File: src/rtl/sd_lese_adapter.sv
// CPU-side read front end for the SD word reader: direct-mapped word cache,
// single-outstanding miss handling with one Lesen pulse and a miss timeout.
module sd_lese_adapter #(
  parameter int unsigned EINTRAEGE = 8,
  parameter logic [23:0] TIMEOUT   = 24'd10_000_000
) (
  input  logic        Clock_i,
  input  logic        Reset_i,
  input  logic        Anfrage_i,
  input  logic [31:0] Adresse_i,
  input  logic        Invalidieren_i,
  output logic        Bereit_o,
  output logic [31:0] Daten_o,
  output logic        Gueltig_o,
  output logic        Fehler_o,
  output logic [31:0] SD_Adresse_o,
  output logic        SD_Lesen_o,
  input  logic [31:0] SD_Daten_i,
  input  logic        SD_Fertig_i,
  input  logic        SD_Busy_i
);
  localparam int unsigned IDX = $clog2(EINTRAEGE);

  localparam logic [2:0] IDLE         = 3'd0;
  localparam logic [2:0] WARTE_FREI   = 3'd1;
  localparam logic [2:0] ANFRAGE      = 3'd2;
  localparam logic [2:0] WARTE_FERTIG = 3'd3;
  localparam logic [2:0] ANTWORT      = 3'd4;
  localparam logic [2:0] FEHLER_S     = 3'd5;
  localparam logic [2:0] WARTE_ENDE   = 3'd6;

  logic [2:0]           state_q, state_d;
  logic                 aktiv_q;
  logic [31:0]          req_q, req_d;
  logic [31:0]          sd_adr_q, sd_adr_d;
  logic [31:0]          daten_q, daten_d;
  logic                 gueltig_q, gueltig_d;
  logic                 fehler_q, fehler_d;
  logic [23:0]          cnt_q, cnt_d;
  logic                 fertig_q;
  logic [EINTRAEGE-1:0] valid_q, valid_d;
  logic [31:0]          data_q [EINTRAEGE];
  logic [31-IDX:0]      tag_q  [EINTRAEGE];

  logic           bereit, accept, inval, hit, fertig_flanke, fill;
  logic [IDX-1:0] acc_idx, req_idx;
  logic [23:0]    cnt_inc;

  assign bereit        = (state_q == IDLE) && aktiv_q;
  assign accept        = bereit && Anfrage_i;
  assign inval         = bereit && Invalidieren_i;
  assign acc_idx       = Adresse_i[IDX-1:0];
  assign req_idx       = req_q[IDX-1:0];
  // A same-cycle invalidation wins over the lookup, so that request misses.
  assign hit           = valid_q[acc_idx] && !inval && (tag_q[acc_idx] == Adresse_i[31:IDX]);
  assign fertig_flanke = SD_Fertig_i && !fertig_q;
  assign fill          = (state_q == WARTE_FERTIG) && fertig_flanke;
  assign cnt_inc       = cnt_q + 24'd1;

  always_comb begin
    state_d   = state_q;
    req_d     = req_q;
    sd_adr_d  = sd_adr_q;
    daten_d   = daten_q;
    gueltig_d = 1'b0;
    fehler_d  = 1'b0;
    cnt_d     = cnt_q;
    valid_d   = valid_q;
    case (state_q)
      IDLE: begin
        if (inval) valid_d = '0;
        if (accept) begin
          req_d = Adresse_i;
          if (hit) begin
            gueltig_d = 1'b1;
            daten_d   = data_q[acc_idx];
          end else begin
            sd_adr_d = Adresse_i;
            state_d  = WARTE_FREI;
          end
        end
      end
      WARTE_FREI: if (!SD_Busy_i) state_d = ANFRAGE;
      ANFRAGE: begin
        cnt_d   = '0;
        state_d = WARTE_FERTIG;
      end
      WARTE_FERTIG: begin
        cnt_d = cnt_inc;
        // Fertig edge takes priority over an expiring timeout in the same cycle.
        if (fertig_flanke) begin
          valid_d[req_idx] = 1'b1;
          daten_d          = SD_Daten_i;
          gueltig_d        = 1'b1;
          state_d          = ANTWORT;
        end else if (cnt_inc == TIMEOUT - 24'd1) begin
          daten_d  = '1;
          fehler_d = 1'b1;
          state_d  = FEHLER_S;
        end
      end
      ANTWORT:    state_d = WARTE_ENDE;
      FEHLER_S:   state_d = WARTE_ENDE;
      WARTE_ENDE: if (!SD_Fertig_i && !SD_Busy_i) state_d = IDLE;
      default:    state_d = IDLE;
    endcase
  end

  always_ff @(posedge Clock_i or negedge Reset_i) begin
    if (!Reset_i) begin
      state_q   <= IDLE;
      aktiv_q   <= 1'b0;
      req_q     <= '0;
      sd_adr_q  <= '0;
      daten_q   <= '0;
      gueltig_q <= 1'b0;
      fehler_q  <= 1'b0;
      cnt_q     <= '0;
      fertig_q  <= 1'b0;
      valid_q   <= '0;
    end else begin
      state_q   <= state_d;
      aktiv_q   <= 1'b1;
      req_q     <= req_d;
      sd_adr_q  <= sd_adr_d;
      daten_q   <= daten_d;
      gueltig_q <= gueltig_d;
      fehler_q  <= fehler_d;
      cnt_q     <= cnt_d;
      fertig_q  <= SD_Fertig_i;
      valid_q   <= valid_d;
    end
  end

  always_ff @(posedge Clock_i) begin
    if (fill) begin
      data_q[req_idx] <= SD_Daten_i;
      tag_q[req_idx]  <= req_q[31:IDX];
    end
  end

  assign Bereit_o     = bereit;
  assign Daten_o      = daten_q;
  assign Gueltig_o    = gueltig_q;
  assign Fehler_o     = fehler_q;
  assign SD_Adresse_o = sd_adr_q;
  assign SD_Lesen_o   = (state_q == ANFRAGE);
endmodule

File: config.mk
export PLATFORM = sky130hd
export DESIGN_NAME = sd_lese_adapter
export DESIGN_NICKNAME = d
export VERILOG_FILES = /design/src/rtl/sd_lese_adapter.sv
export SDC_FILE = /design/constraint.sdc
export NUM_CORES = 1
export LEC_CHECK = 0
export CAP_MARGIN = 15
export CORE_UTILIZATION = 60
export DETAILED_ROUTE_END_ITERATION = 8
export PLACE_DENSITY = 0.8
export SYNTH_ARGS = -nofsm -noshare
export SYNTH_HDL_FRONTEND = slang
export SYNTH_SLANG_ARGS = --single-unit
File: constraint.sdc
create_clock -name Clock_i -period 8.85 [get_ports Clock_i]
set_clock_uncertainty 0.05 [all_clocks]
set_input_delay 1.77 -clock Clock_i [delete_from_list [all_inputs] [get_ports Clock_i]]
set_output_delay 1.77 -clock Clock_i [all_outputs]
set_load 0.02 [all_outputs]
==> out/results.ini, run 1 <==
[synth]
yosys_reg_bits = 623
synth_fp_nets = 1573
number_of_warnings_reported_in_the_yosys_synthesis_log = 0
synth.area.mux_share = 0.162
post_synth_inst_count = 1501
synth_xor_area_frac = 0.00681
post_synth_fa_ha_maj_area_fraction = 0.000973
synthesis.area_mm2 = 0.0257
yosys_most_used_dff = sky130_fd_sc_hd__edfxtp_1
synth.yosys.seq_area_share = 0.701
synth-edff-count = 488
synth_area_per_cell_um2 = 17.1
synth.distinct_cells = 61
synth_simple_gate_area_share = 0.0478
synth_top_family_by_area = multiplexers
synth_compound_gate_area_share = 0.0614
asyncSetResetFlopFracSynth = 0.217

[cts]
clock-root-buffer = sky130_fd_sc_hd__clkbuf_16
tritoncts_clock_tree = yes
cts_inserted_buffers = 58
post_cts_buffers = 0
cts.repair.resized = 0
htree_levels = 2
holdBufCountCts = 0
clock_path_buffers = 3
clock_sinks = 623
clk-insertion-delay-late_ns = 0.61
worst_setup_hold_path_clk_slew_ns = 0.06

[critical_path]
start_kind = primary input
r2r_slack_ns = 5.00
worstSetupPathType = primary input to flop
critical_path_required_ns = 9.29
rr_endpoint = Daten_o[3]
crit_arrival_ns = 6.18
worst_setup_path_end_kind = flop
crit_fanout = 42
reg2reg_from = cnt_q[0]
ff2ff_path_depth = 9

[route]
drt_first_iter_violations = 1504
routedLengthMet1_mm = 22.6
wl_met2_mm = 28.5
route.antenna.remaining_nets = 0
drt_drc_violations_left = 0
drt_pass1_iterations = 6
dr.max_layer_used = met5
met3_wirelength_mm = 4.32
viasPerCell = 6.55
vias_post_dr = 14550
drt-total-wl_mm = 57.0
routed_wire_per_std_cell_um = 25.6

[timing]
max_freq_mhz = 174
timing.final.crit_period_ns = 5.74
finalMaxSlewViolations = 0
fin_setup_tns_ns = 0
post-route-period-util = 0.649
worst-slew-pin-transition_ns = 1.11
setup_repair_after_global_routing_missed_its_margin = false
setup_violations = 0
hold_viol = 0
relSlewSlack = 0.258

[grt]
grt-ovfl-total = 0
grt_start_max_net_pins = 101
number_of_global_route_vias_before_repair = 15102
grt_antenna_before_repair = 2
global_route.usage.total = 0.268
grt_pass1_wl_mm = 88.2

[place]
numPortBuffers = 137
gp_congestion = 0.912
detailedPlacementHpwl_mm = 30.5

[power_and_ir_drop]
static-leakage-power_uw = 0.0102
vdd_drop_max_uv = 237
power_per_cell_area_mw_per_mm2 = 287

[worst_hold_path]
holdPathEnd = SD_Adresse_o[0]
hold_path.startpoint = SD_Adresse_o[0]
worst_hold_path_type = flop to flop
hold_path_depth = 1

[floorplanning]
die_y_um = 209
io_pins = 138
dieArea_mm2 = 0.0437
std_cell_rows = 75
core_area_mm2 = 0.0421
initial_utilization = 0.610
die_x_um = 209

[finish]
area_growth_pct = 15.8
drive_above_1_share = 0.194
layout.nets = 1706
antennaDiodeCount = 0
final_core_util = 0.707

[flow_run]
max_cap_viol_count = 0

[outcome]
status = complete, no violations

## synthesized netlist by cell type, types with 3 or more instances
cell,number,area (um2)
sky130_fd_sc_hd__a211oi_1,4,30.0
sky130_fd_sc_hd__a21oi_1,56,280
sky130_fd_sc_hd__a22o_1,9,78.8
sky130_fd_sc_hd__a22oi_1,14,105
sky130_fd_sc_hd__and2_1,7,43.8
sky130_fd_sc_hd__and3_1,10,62.6
sky130_fd_sc_hd__and4_1,6,52.6
sky130_fd_sc_hd__buf_1,11,41.3
sky130_fd_sc_hd__buf_2,21,105
sky130_fd_sc_hd__buf_4,3,22.5
sky130_fd_sc_hd__buf_6,8,90.1
sky130_fd_sc_hd__clkbuf_1,52,195
sky130_fd_sc_hd__dfrtp_1,135,3380
sky130_fd_sc_hd__edfxtp_1,488,14700
sky130_fd_sc_hd__inv_1,12,45.0
sky130_fd_sc_hd__mux2_1,3,33.8
sky130_fd_sc_hd__mux2_2,37,417
sky130_fd_sc_hd__mux2_4,29,435
sky130_fd_sc_hd__mux2i_1,96,961
sky130_fd_sc_hd__mux4_2,103,2320
sky130_fd_sc_hd__nand2_1,36,135
sky130_fd_sc_hd__nand2b_1,7,43.8
sky130_fd_sc_hd__nand3_1,44,220
sky130_fd_sc_hd__nand4_1,8,50.1
sky130_fd_sc_hd__nor2_1,30,113
sky130_fd_sc_hd__nor2b_1,6,37.5
sky130_fd_sc_hd__nor3_1,50,250
sky130_fd_sc_hd__nor4_1,7,43.8
sky130_fd_sc_hd__nor4b_1,3,26.3
sky130_fd_sc_hd__o211ai_1,64,480
sky130_fd_sc_hd__o21a_1,9,67.6
sky130_fd_sc_hd__o21ai_0,40,200
sky130_fd_sc_hd__o21ai_1,28,140
sky130_fd_sc_hd__o22ai_1,8,50.1
sky130_fd_sc_hd__or3_1,4,25.0
sky130_fd_sc_hd__xnor2_1,6,52.6
sky130_fd_sc_hd__xor2_1,14,123
## per-stage QoR
| step | instance area, um2 | power, uW | hold WS, ns | setup WS (ns) | instances |
|---|---|---|---|---|---|
| final | 29800 | 8550 | 0.437 | 3.11 | 2222 |
| after global routing | 29800 | 8850 | 0.464 | 2.90 | 2222 |
| after CTS | 29800 | 8570 | 0.440 | 3.05 | 2221 |
| after floorplan | 25700 | 5070 | 0.409 | 0.184 | 1501 |
| after global placement | 27600 | 5730 | 0.418 | 2.49 | 2111 |
| after detailed placement | 27600 | 5820 | 0.430 | 2.42 | 2112 |
## metal layers
| metal | global-route usage | vias up |
|---|---|---|
| li1 | - | 6286 |
| met1 | 0.365 | 7425 |
| met2 | 0.440 | 720 |
| met3 | 0.0500 | 115 |
| met4 | 0.0923 | 4 |
| met5 | 0 | - |
## critical path, cell delays in order
cell and delay [ns]:
sky130_fd_sc_hd__buf_6 0.44, sky130_fd_sc_hd__buf_4 0.71, sky130_fd_sc_hd__mux4_2 0.58, sky130_fd_sc_hd__nor2b_1 0.15, sky130_fd_sc_hd__o31a_1 0.32, sky130_fd_sc_hd__nand3_1 0.11, sky130_fd_sc_hd__nor4_1 0.08, sky130_fd_sc_hd__nand4_2 0.06
sky130_fd_sc_hd__buf_4 0.41, sky130_fd_sc_hd__nor2b_4 0.63, sky130_fd_sc_hd__buf_4 0.47, sky130_fd_sc_hd__mux2_1 0.37
## placed cells by master, fill, tap and decap left out, drive strengths merged, types with 8 or more instances in the layout
master	n
xor2	14
inv	14
mux4	103
nand2	36
o21ai	68
o211ai	64
mux2	69
nor2	31
nor3	51
nor4	9
a21oi	56
nand3	44
bufinv	11
buf	35
and3	10
dfrtp	135
clkdlybuf4s50	133
clkinv	23
clkbuf	68
edfxtp	488
mux2i	96
o21a	9
o22ai	8
a22oi	14
a22o	9
nand4	10
## power breakdown
| part | leakage, uW | total [uW] | internal [uW] | switching, uW |
|---|---|---|---|---|
| Clock | 0.00104 | 2740 | 1640 | 1100 |
| Sequential | 0.00608 | 4010 | 3660 | 350 |
| Combinational | 0.00311 | 1810 | 794 | 1010 |
## cell type report
cell class                 instances  area, um2
clock inverter                    41        507
multi-input combinational        771       7250
clock buffer                      68       1620
fill                            2529      12400
sequential                       623      18000
inverter                          12       45.0
tap                              539        674
timing repair buffer             168       1650
## worst max-delay path by stage
stage | from | to | cells after the start
floorplan | SD_Fertig_i | data_q[0][0] | 3
global placement | Adresse_i[0] | SD_Adresse_o[31] | 12
detailed placement | Adresse_i[0] | SD_Adresse_o[31] | 12
CTS | Adresse_i[0] | SD_Adresse_o[0] | 12
global route | Adresse_i[0] | SD_Adresse_o[1] | 12
finish | Adresse_i[0] | SD_Adresse_o[31] | 12
## sequential cells by signal, summed over array words and instances, names as in the netlist, 3 cells and up
signal and flops:
valid_q 8, state_q 3, SD_Adresse_o 32, data_q 256, cnt_q 24, req_q 32
tag_q 232, Daten_o 32
## cells by family after synthesis
| kind of cell | after synthesis |
|---|---|
| xor gates and xnor gates | 20 |
| AOI/OAI and AO/OA | 249 |
| other | 1 |
| and+or+nand+nor | 231 |
| adders and majority gates | 2 |
| DFF | 623 |
| muxes | 268 |
| buffers and inverters | 107 |
Note: power is estimated with default switching activity, not from simulation.
==> inputs of run 2 (changes only) <==
- CORE_UTILIZATION: 60 -> 54
- PLACE_DENSITY: 0.8 -> 0.76
- clock period: 8.85 -> 4.8 ns (I/O delays scaled with it)
==> out/results.ini, run 2 (synthesis gave the netlist of run 1 again) <==
[critical_path]
start_kind = primary input
worstSetupPathType = primary input to flop
worst_setup_path_end_kind = flop
crit_arrival_ns = 4.40
crit_fanout = 56
critical_path_required_ns = 5.26

[floorplanning]
core_area_mm2 = 0.0468
io_pins = 138
die_x_um = 220
initial_utilization = 0.550
std_cell_rows = 79
dieArea_mm2 = 0.0485
die_y_um = 220

[cts]
post_cts_buffers = 0
tritoncts_clock_tree = yes
clk-insertion-delay-late_ns = 0.63
htree_levels = 2
holdBufCountCts = 0
clock_path_buffers = 3
cts.repair.resized = 0
clock-root-buffer = sky130_fd_sc_hd__clkbuf_16
worst_setup_hold_path_clk_slew_ns = 0.07
cts_inserted_buffers = 60
clock_sinks = 623

[flow_run]
max_cap_viol_count = 0

[grt]
global_route.usage.total = 0.236
grt_start_max_net_pins = 97
grt-ovfl-total = 0
grt_pass1_wl_mm = 85.8
grt_antenna_before_repair = 5
number_of_global_route_vias_before_repair = 14487

[route]
routed_wire_per_std_cell_um = 24.2
drt_drc_violations_left = 8
drt_first_iter_violations = 1397
drt_pass1_iterations = 7
viasPerCell = 6.21
vias_post_dr = 14376
drt-total-wl_mm = 56.1
route.antenna.remaining_nets = 0

[timing]
setup_repair_after_global_routing_missed_its_margin = false
worst-slew-pin-transition_ns = 1.03
finalMaxSlewViolations = 0
hold_viol = 0
relSlewSlack = 0.317
timing.final.crit_period_ns = 3.94
post-route-period-util = 0.821
setup_violations = 0
max_freq_mhz = 254
setup_slack_ns = 0.861

[finish]
largest_register_ffs = 256
largest_registers = data_q x256, tag_q x232
layout.cells.most_common = sky130_fd_sc_hd__edfxtp_1
max_flop_register = data_q
area_growth_pct = 16.3
layout.cells.most_common_list = sky130_fd_sc_hd__edfxtp_1, sky130_fd_sc_hd__dfrtp_1, sky130_fd_sc_hd__clkdlybuf4s50_1, sky130_fd_sc_hd__mux4_2, sky130_fd_sc_hd__mux2i_1
fillers = 3198
final_cell_count_no_fill = 2315
drive_above_1_share = 0.197
layout.nets = 1724

[worst_hold_path]
worst_hold_path_type = primary input to async pin

[outcome]
violated_checks = design-rule violations
status = finished with violations

[place]
gp_congestion = 0.899
placed_cells = 2197
numPortBuffers = 137
dp_slack_ns = 0.190
detailedPlacementHpwl_mm = 31.7

[power_and_ir_drop]
vdd_drop_max_uv = 357
static-leakage-power_uw = 0.0103
power_per_cell_area_mw_per_mm2 = 513

==> run 2: changes by cell type in the layout (fill, tap and decap cells not counted), moves of 2 or more <==
cell | previous run | this run
sky130_fd_sc_hd__buf_16 | 2 | 0
sky130_fd_sc_hd__clkinv_4 | 4 | 0
sky130_fd_sc_hd__bufinv_16 | 11 | 2
sky130_fd_sc_hd__clkbuf_8 | 5 | 14
sky130_fd_sc_hd__diode_2 | 0 | 4
sky130_fd_sc_hd__buf_12 | 0 | 8
sky130_fd_sc_hd__buf_4 | 30 | 40
sky130_fd_sc_hd__clkinvlp_4 | 5 | 1
sky130_fd_sc_hd__clkinv_1 | 7 | 4
sky130_fd_sc_hd__clkinv_8 | 0 | 3
sky130_fd_sc_hd__clkbuf_1 | 1 | 16
==> run 2: area by class of cell <==
class / count / area, um2 / area share
Tap cell: 607 / 759 / 0.0254
Sequential cell: 623 / 18000 / 0.603
Clock buffer: 91 / 1780 / 0.0595
Inverter: 12 / 45.0 / 0.00151
Timing Repair Buffer: 184 / 1830 / 0.0610
Clock inverter: 23 / 200 / 0.00669
Antenna cell: 4 / 10.0 / 0.000335
Multi-Input combinational cell: 771 / 7260 / 0.243
==> run 2: critical path: stages <==
cell	delay, ns
sky130_fd_sc_hd__buf_4	0.27
sky130_fd_sc_hd__buf_12	0.40
sky130_fd_sc_hd__mux4_2	0.56
sky130_fd_sc_hd__mux2i_1	0.19
sky130_fd_sc_hd__xor2_1	0.10
sky130_fd_sc_hd__o21ai_1	0.12
sky130_fd_sc_hd__nor4_2	0.10
sky130_fd_sc_hd__nand4_2	0.12
sky130_fd_sc_hd__nor2b_4	0.74
sky130_fd_sc_hd__buf_4	0.43
sky130_fd_sc_hd__mux2_1	0.35
==> run 2: final timing paths <==
kind	startpoint	end	slack [ns]	depth (start not counted)
min	Reset_i	cnt_q[5]	0.28	1
max	Adresse_i[1]	SD_Adresse_o[0]	0.86	11
min reg2reg	SD_Adresse_o[0]	SD_Adresse_o[0]	0.44	1
max in group asynchronous	Reset_i	Daten_o[21]	3.50	2
max reg2reg	cnt_q[0]	Daten_o[27]	1.41	10
min in group Clock_i	SD_Adresse_o[0]	SD_Adresse_o[0]	0.44	1
==> run 2: metrics by stage <==
stage | utilization | setup TNS, ns | hold WS (ns) | area (um2) | power (uW)
after floorplan | - | -288.94 | 0.409 | 25700 | 9350
after global placement | 0.597 | 0 | 0.418 | 27900 | 10600
after detailed placement | 0.597 | 0 | 0.426 | 27900 | 10800
after CTS | 0.640 | 0 | 0.309 | 29900 | 15400
after global routing | 0.640 | 0 | 0.327 | 29900 | 15900
final | 0.640 | 0 | 0.284 | 29900 | 15300
==> run 2: routing by layer <==
layer | GRT usage | vias up | share of wire
met2 | 0.391 | 492 | 0.51
li1 | - | 6343 | -
met1 | 0.325 | 7461 | 0.42
met4 | 0.0667 | 2 | 0.019
met5 | 0 | - | 0.00020
met3 | 0.0397 | 78 | 0.060
==> run 2: report_power, final <==
group          internal [uW]  total, uW  switching, uW
combinational           1470       3340           1870
sequential              6750       7360            610
clock                   2670       4650           1980
total                  10900      15300           4470
==> inputs of run 3 (changes only) <==
- clock period: 4.8 -> 3.3 ns (I/O delays scaled with it)
==> out/results.ini, run 3 (synthesis gave the netlist of run 1 again) <==
[outcome]
status = finished with violations
violated_checks = design-rule violations

[cts]
tritoncts_clock_tree = yes
clock-root-buffer = sky130_fd_sc_hd__clkbuf_16
cts_inserted_buffers = 59
clock_sinks = 623
worst_setup_hold_path_clk_slew_ns = 0.06
clock_path_buffers = 3
clk-insertion-delay-late_ns = 0.62
htree_levels = 2

[critical_path]
worst_setup_path_end_kind = flop
ff2ff_path_depth = 11
critical_path_required_ns = 3.72
crit_fanout = 32
rr_endpoint = Daten_o[5]
reg2reg_from = cnt_q[1]
worstSetupPathType = flop to flop
r2r_slack_ns = 0.17
start_kind = flop
crit_arrival_ns = 3.55

[grt]
grt_pass1_wl_mm = 86.3
grt_start_max_net_pins = 60
global_route.usage.total = 0.239
grt_antenna_before_repair = 3
number_of_global_route_vias_before_repair = 14720
grt-ovfl-total = 0

[floorplanning]
dieArea_mm2 = 0.0485
die_y_um = 220
core_area_mm2 = 0.0468
die_x_um = 220
io_pins = 138
std_cell_rows = 79
initial_utilization = 0.550

[finish]
largest_registers = data_q x256, tag_q x232
area_growth_pct = 18.0
final_core_util = 0.649
largest_register_ffs = 256
layout.cells.most_common_list = sky130_fd_sc_hd__edfxtp_1, sky130_fd_sc_hd__dfrtp_1, sky130_fd_sc_hd__clkdlybuf4s50_1, sky130_fd_sc_hd__mux4_2, sky130_fd_sc_hd__mux2i_1
max_flop_register = data_q
drive_above_1_share = 0.216
layout.cells.most_common = sky130_fd_sc_hd__edfxtp_1
layout.nets = 1761
fillers = 3118

[worst_hold_path]
hold_path_depth = 1
worst_hold_path_type = flop to flop
holdPathEnd = valid_q[3]
hold_path.startpoint = valid_q[3]

[route]
drt_drc_violations_left = 16
drt-total-wl_mm = 56.8
drt_first_iter_violations = 1561
viasPerCell = 6.20
routed_wire_per_std_cell_um = 24.2
drt_pass1_iterations = 9
route.antenna.remaining_nets = 0
vias_post_dr = 14564

[place]
detailedPlacementHpwl_mm = 32.6
gp_congestion = 0.889
numPortBuffers = 137

[timing]
setup_repair_after_global_routing_missed_its_margin = false
finalMaxSlewViolations = 0
hold_viol = 0
worst-slew-pin-transition_ns = 0.864
relSlewSlack = 0.424
max_freq_mhz = 320
setup_violations = 0
fin_worst_hold_slack_ns = 0.444
timing.final.crit_period_ns = 3.13
post-route-period-util = 0.948

[power_and_ir_drop]
vdd_drop_max_uv = 590
static-leakage-power_uw = 0.0105
power_per_cell_area_mw_per_mm2 = 735

[flow_run]
max_cap_viol_count = 0

-- run 3: what timing repair did --
action / in CTS / in global routing
gates resized for setup: 0 / 3
setup endpoints to repair: 0 / 5
buffers inserted: 0 / 0
hold buffers: 1 / 0
endpoints found under the hold margin: 20 / 0
-- run 3: power by group --
part	leakage, uW	internal, uW	switching, uW
Sequential	0.00608	9820	879
Clock	0.000925	3710	2860
Combinational	0.00346	2230	2810
Total	0.0105	15800	6550
-- run 3: metrics by stage --
step	instance area, um2	setup slack [ns]	total power (uW)	TNS (ns)	instances
floorplan	25800	-0.830	13600	-307.99	1501
finish	30300	0.173	22300	0	2348
detailed placement	28400	-0.258	15800	-11.51	2234
global route	30300	0.00794	23200	0	2347
CTS	30300	0.169	22400	0	2346
global placement	28400	-0.147	15600	-4.35	2234
-- run 3: final cells by class --
class,count,area (um2),share of cell area
timing repair buffer,222,2300,0.0757
multi-input combinational,771,7300,0.241
clock inverter,31,253,0.00833
clock buffer,80,1640,0.0539
sequential,623,18000,0.595
inverter,12,45.0,0.00149
tap,607,759,0.0250
antenna,2,5.00,0.000165
-- run 3: worst max-delay path by stage --
stage / start / end / slack, ns
finish: cnt_q[1] / Daten_o[5] / 0.17
global route: cnt_q[1] / Daten_o[5] / 0.008
CTS: cnt_q[0] / Daten_o[5] / 0.17
detailed placement: Adresse_i[1] / SD_Adresse_o[7] / -0.26
global placement: Adresse_i[1] / SD_Adresse_o[21] / -0.15
floorplan: SD_Fertig_i / data_q[7][0] / -0.83
-- run 3: worst max-delay path: stages, from the launching register on --
cell	delay (ns)
sky130_fd_sc_hd__dfrtp_1	0.48
sky130_fd_sc_hd__ha_2	0.29
sky130_fd_sc_hd__nand3_1	0.11
sky130_fd_sc_hd__buf_4	0.18
sky130_fd_sc_hd__nor4_1	0.26
sky130_fd_sc_hd__o2111ai_1	0.21
sky130_fd_sc_hd__a211oi_1	0.29
sky130_fd_sc_hd__nand4b_1	0.21
sky130_fd_sc_hd__and2_1	0.22
sky130_fd_sc_hd__buf_4	0.24
sky130_fd_sc_hd__o21ai_0	0.27
sky130_fd_sc_hd__o211ai_1	0.15
-- run 3: per-layer routing --
| metal | routed length, um | vias up | global-route usage |
|---|---|---|---|
| li1 | - | 6408 | - |
| met1 | 22800 | 7467 | 0.325 |
| met2 | 28700 | 598 | 0.395 |
| met3 | 4010 | 87 | 0.0384 |
| met4 | 1290 | 4 | 0.0782 |
| met5 | 22 | - | 0 |
